`config.mk`:
```
export PLATFORM = sky130hd
export DESIGN_NAME = register_file_mp
export DESIGN_NICKNAME = d
export VERILOG_FILES = /design/src/rtl/register_file_mp.sv
export SDC_FILE = /design/constraint.sdc
export NUM_CORES = 1
export LEC_CHECK = 0
export ABC_AREA = 1
export CORE_UTILIZATION = 45
export DETAILED_ROUTE_END_ITERATION = 8
export PLACE_DENSITY = 0.73
export SYNTH_ARGS = -nofsm -noshare
export SYNTH_HDL_FRONTEND = slang
export SYNTH_SLANG_ARGS = --single-unit
export TNS_END_PERCENT = 100
```
`constraint.sdc`:
```
create_clock -name CLK -period 3.4 [get_ports CLK]
set_input_delay 0.85 -clock CLK [delete_from_list [all_inputs] [get_ports CLK]]
set_output_delay 0.85 -clock CLK [all_outputs]
set_load 0.02 [all_outputs]
```
`src/rtl/register_file_mp.sv`:
```
// register_file_mp -- multi-ported register file.
//   Two write ports (A, B) with per-byte lane enables and two independent
//   read buses. Same-address writes merge per lane (port B wins a lane that
//   both ports enable). Optional hard-wired zero register, optional
//   same-cycle write-to-read forwarding, and optional registered reads.
//
// Ports:
//   CLK, RST                      clock, synchronous active-high reset
//   regWriteA/destRegA/writeDataA/byteEnA   write port A
//   regWriteB/destRegB/writeDataB/byteEnB   write port B
//   srcRegA/srcRegB               read addresses
//   outBusA/outBusB               read data

// Byte-lane merge: the next value of one byte given both write ports.
module register_file_mp_lane (
    input  logic [7:0] hold,
    input  logic       a_en,
    input  logic [7:0] a_d,
    input  logic       b_en,
    input  logic [7:0] b_d,
    output logic [7:0] q
);
    assign q = b_en ? b_d : (a_en ? a_d : hold);
endmodule

module register_file_mp #(
    parameter int DATA_W   = 32,
    parameter int ADDR_W   = 3,
    parameter int ZERO_REG = 1,
    parameter int BYPASS   = 1,
    parameter int READ_LAT = 0
) (
    input  logic                CLK,
    input  logic                RST,
    input  logic                regWriteA,
    input  logic [ADDR_W-1:0]   destRegA,
    input  logic [DATA_W-1:0]   writeDataA,
    input  logic [DATA_W/8-1:0] byteEnA,
    input  logic                regWriteB,
    input  logic [ADDR_W-1:0]   destRegB,
    input  logic [DATA_W-1:0]   writeDataB,
    input  logic [DATA_W/8-1:0] byteEnB,
    input  logic [ADDR_W-1:0]   srcRegA,
    input  logic [ADDR_W-1:0]   srcRegB,
    output logic [DATA_W-1:0]   outBusA,
    output logic [DATA_W-1:0]   outBusB
);
    localparam int DEPTH = 1 << ADDR_W;
    localparam int LANES = DATA_W / 8;

    logic [DEPTH-1:0][LANES-1:0][7:0] regs_q;
    logic [DEPTH-1:0][LANES-1:0][7:0] regs_d;

    // Writes presented during reset are dropped, so they must not be
    // forwarded to the read buses either.
    logic wr_a, wr_b;
    assign wr_a = regWriteA & ~RST;
    assign wr_b = regWriteB & ~RST;

    // Next-state for every register, lane by lane.
    for (genvar r = 0; r < DEPTH; r++) begin : g_reg
        if (ZERO_REG != 0 && r == 0) begin : g_zero
            assign regs_d[r] = '0;
        end else begin : g_data
            for (genvar l = 0; l < LANES; l++) begin : g_lane
                register_file_mp_lane u_lane (
                    .hold (regs_q[r][l]),
                    .a_en (wr_a && destRegA == ADDR_W'(r) && byteEnA[l]),
                    .a_d  (writeDataA[l*8 +: 8]),
                    .b_en (wr_b && destRegB == ADDR_W'(r) && byteEnB[l]),
                    .b_d  (writeDataB[l*8 +: 8]),
                    .q    (regs_d[r][l])
                );
            end
        end
    end

    always_ff @(posedge CLK) begin
        if (RST) regs_q <= '0;
        else     regs_q <= regs_d;
    end

    // Read buses: index 0 = bus A, index 1 = bus B.
    logic [1:0][ADDR_W-1:0] src;
    logic [1:0][DATA_W-1:0] rd_val;
    assign src = {srcRegB, srcRegA};

    for (genvar b = 0; b < 2; b++) begin : g_rd
        logic [LANES-1:0][7:0] cur;
        logic [LANES-1:0][7:0] sel;
        assign cur = regs_q[src[b]];

        if (BYPASS != 0) begin : g_byp
            // Same merge rule as storage, applied to the addressed register,
            // so the forwarded value is exactly what will be written.
            for (genvar l = 0; l < LANES; l++) begin : g_lane
                register_file_mp_lane u_lane (
                    .hold (cur[l]),
                    .a_en (wr_a && destRegA == src[b] && byteEnA[l]),
                    .a_d  (writeDataA[l*8 +: 8]),
                    .b_en (wr_b && destRegB == src[b] && byteEnB[l]),
                    .b_d  (writeDataB[l*8 +: 8]),
                    .q    (sel[l])
                );
            end
        end else begin : g_nobyp
            assign sel = cur;
        end

        // Forwarding would otherwise leak writes to register 0.
        if (ZERO_REG != 0) begin : g_z
            assign rd_val[b] = (src[b] == '0) ? '0 : sel;
        end else begin : g_nz
            assign rd_val[b] = sel;
        end
    end

    if (READ_LAT == 0) begin : g_comb
        assign outBusA = rd_val[0];
        assign outBusB = rd_val[1];
    end else begin : g_reg_out
        always_ff @(posedge CLK) begin
            if (RST) begin
                outBusA <= '0;
                outBusB <= '0;
            end else begin
                outBusA <= rd_val[0];
                outBusB <= rd_val[1];
            end
        end
    end
endmodule

```
==> reports/qor.yml <==
outcome:
  status: "completed"
sta:
  clock.fmax_mhz: 298
  setup_viol: 0
  setup_tns_ps: 0
  hold_ws_ps: 460
  tightest_slew_ps: 952
  slew_headroom_pct: 36.5
  fin_crit_ps: 3350
  hold_violations: 0
  skew_ps: 0
  drv_slew: 0
  rsz0062_at_grt: "true"
  fin_crit_sh_pct: 98.5
logic_synthesis:
  synth_cell_types: 30
  synth.area.top_cells: "dfxtp_1 26%, nand2_1 24%, nand3_1 15%, nor2_1 6.4%, o21ai_0 6.2%"
  yosysWarnings: 0
  synth_fp_nets: 3233
  synth_area_sq_um: 17500
  synthCells: 3145
  ys_seq_area_share_pct: 25.7
  synth.top_cell.area_share_pct: 25.7
  ys_ff_latch: 224
  yosys.area.top_type: "dfxtp_1"
  avgSynthCellArea_sq_um: 5.55
finish:
  area.growth.synth_to_final_pct: 25.3
  fillers: 3944
  multi_input_area_sq_um: 11400
  max_flop_register: "regs_q"
  layout_commonest_cell: "nand2_1"
  final_core_util_pct: 57.6
  top_regs: "regs_q (224)"
  drive_gt1_share_pct: 14.2
  layout.nets: 3473
  seqCellArea_sq_um: 4480
  largest_register_ffs: 224
  layout_common_cells: "1111 x nand2_1, 498 x nand3_1, 294 x nor2_1, 224 x dfxtp_1, 215 x o21ai_0"
  design_area_sq_um: 21900
drt:
  num_vias: 23200
  firstDrtPassIters: 7
  first_iter_violations: 2774
  antenna_left: 0
  via_per_inst: 5.91
  drc: 0
  routedWlPerCell_um: 20.7
  wl_um: 81100
global_route:
  grt_antenna_before_repair: 1
  grt-busiest-layer: "met2"
  grt_use_total_pct: 40.5
  grt_pass1_wl_um: 123000
  grt_max_degree: 74
  use_met2_pct: 61.8
  grt_overflow_total: 0
  grt_util_met1_pct: 53.7
  met3_usage_pct: 8.99
  grt_pass1_vias: 21400
power:
  power_leakage_nw: 10.1
  fin_total_pwr_mw: 7.74
  ir_drop_v: 0.000333
  power_density_nw_per_um2: 354
clock_network:
  clkSinkCount: 224
  clk_latency_ps: 570
  cts_root_buffer: "clkbuf_16"
  cts_tree: "built"
  htree_levels: 1
  cts_buffers: 29
  postCtsHoldBufs: 0
  cts.path.max_buffers: 3
  clkTransAtPathRegs_ps: 50
floorplan:
  dieArea_sq_um: 39600
  die_height_um: 199
  row_count: 71
  io_pins: 152
  initial_utilization_pct: 46.0
  die_width_um: 199
  core_area_sq_um: 37900
setup_path:
  r2r_slack_ps: 2640
  critical_path_arrival_ps: 2500
  worstPathRequired_ps: 2550
  crit_fanout: 12
  critical_path.startpoint_type: "primary input"
  critical_path_class: "in -> out"
  endpoint_kind: "output pin"
place:
  port_buffers: 151
  place_area_sq_um: 20900
  hpwlAfterDp_um: 57200
  place_congestion: 0.989
worst_hold_path:
  hold_path.class: "reg -> reg"
run:
  maxCapViolCount: 0
[final cells by class]
cell class,count,share of cell area [%]
multi-input cells,2513,52.1
well taps,511,2.93
flip-flops and latches,224,20.5
inverters,226,3.92
repair buffers,391,16.1
diodes,1,0.0114
clock inverters,7,0.515
clock buffers,43,3.97
[worst paths after layout]
path | from | endpoint | cells after the start
worst max register to register | regs_q[222]$_SDFFE_PP0P_ | regs_q[222]$_SDFFE_PP0P_ | 4
worst max-delay path | destRegA[1] | outBusA[31] | 12
worst min register to register | regs_q[126]$_SDFFE_PP0P_ | regs_q[126]$_SDFFE_PP0P_ | 2
worst min-delay path | regs_q[126]$_SDFFE_PP0P_ | regs_q[126]$_SDFFE_PP0P_ | 2
[per-stage QoR]
stage	setup WS [ps]	std cells
after floorplan	357	3145
after global placement	-645	3859
after detailed placement	-717	3859
after CTS	5.58	3915
after global routing	-29.9	3916
final	49.6	3916
[kinds of logic (layout without fill, tap and decap cells)]
kind of cell | after synthesis | after routing | synth area share (%)
simple gates | 2067 | 2067 | 51.4
flops | 224 | 224 | 25.7
buf+inv | 408 | 667 | 9.84
xor+xnor | 1 | 1 | 0.0502
compound gates | 445 | 445 | 13.0
other cells | 0 | 1 | 0
[cells in the mapped netlist]
cell	instances
o21ai_2	1
nor2_2	10
buf_1	20
nor3_1	4
nand2_4	4
nand4_1	68
a21oi_1	159
inv_2	24
clkbuf_1	105
nand3_2	12
nor3_2	1
nand2_2	36
nor2_8	1
nor2_1	299
dfxtp_1	224
inv_1	202
nand2_1	1111
buf_2	38
a21oi_2	3
o21ai_0	215
buf_6	18
nand3_1	506
nand3_4	8
xor2_1	1
o211ai_1	2
a31oi_1	14
o21bai_1	1
nor2_4	7
buf_4	1
o21ai_1	50
[worst max-delay path, cell delays in order]
cell and delay [ps]:
clkdlybuf4s15_2 240, buf_4 160, nand2_1 60, nand2_1 90, nor2_4 120, buf_4 150, buf_6 180, nand4_1 110
nand2_1 90, nor2_1 60, nor2_1 160, buf_2 210
[repair_timing]
item / 4_1_cts / 5_1_grt
pin swaps: 5 / 2
gates resized for setup: 130 / 122
endpoints found under the setup margin: 64 / 62
buffers inserted: 6 / 0
[power by group]
part	switching [mW]	internal, mW	leakage, nW	total [mW]
Sequential	0.0341	2.67	1.81	2.70
Clock	1.29	1.97	0.482	3.26
Combinational	1.17	0.611	7.77	1.79
[layer usage]
metal | up-vias | part of all wire [%]
li1 | 10700 | -
met3 | 275 | 12
met1 | 10600 | 40
met2 | 1539 | 43
met5 | - | 0
met4 | 0 | 4.5
Power figures use the tool's default switching activity.
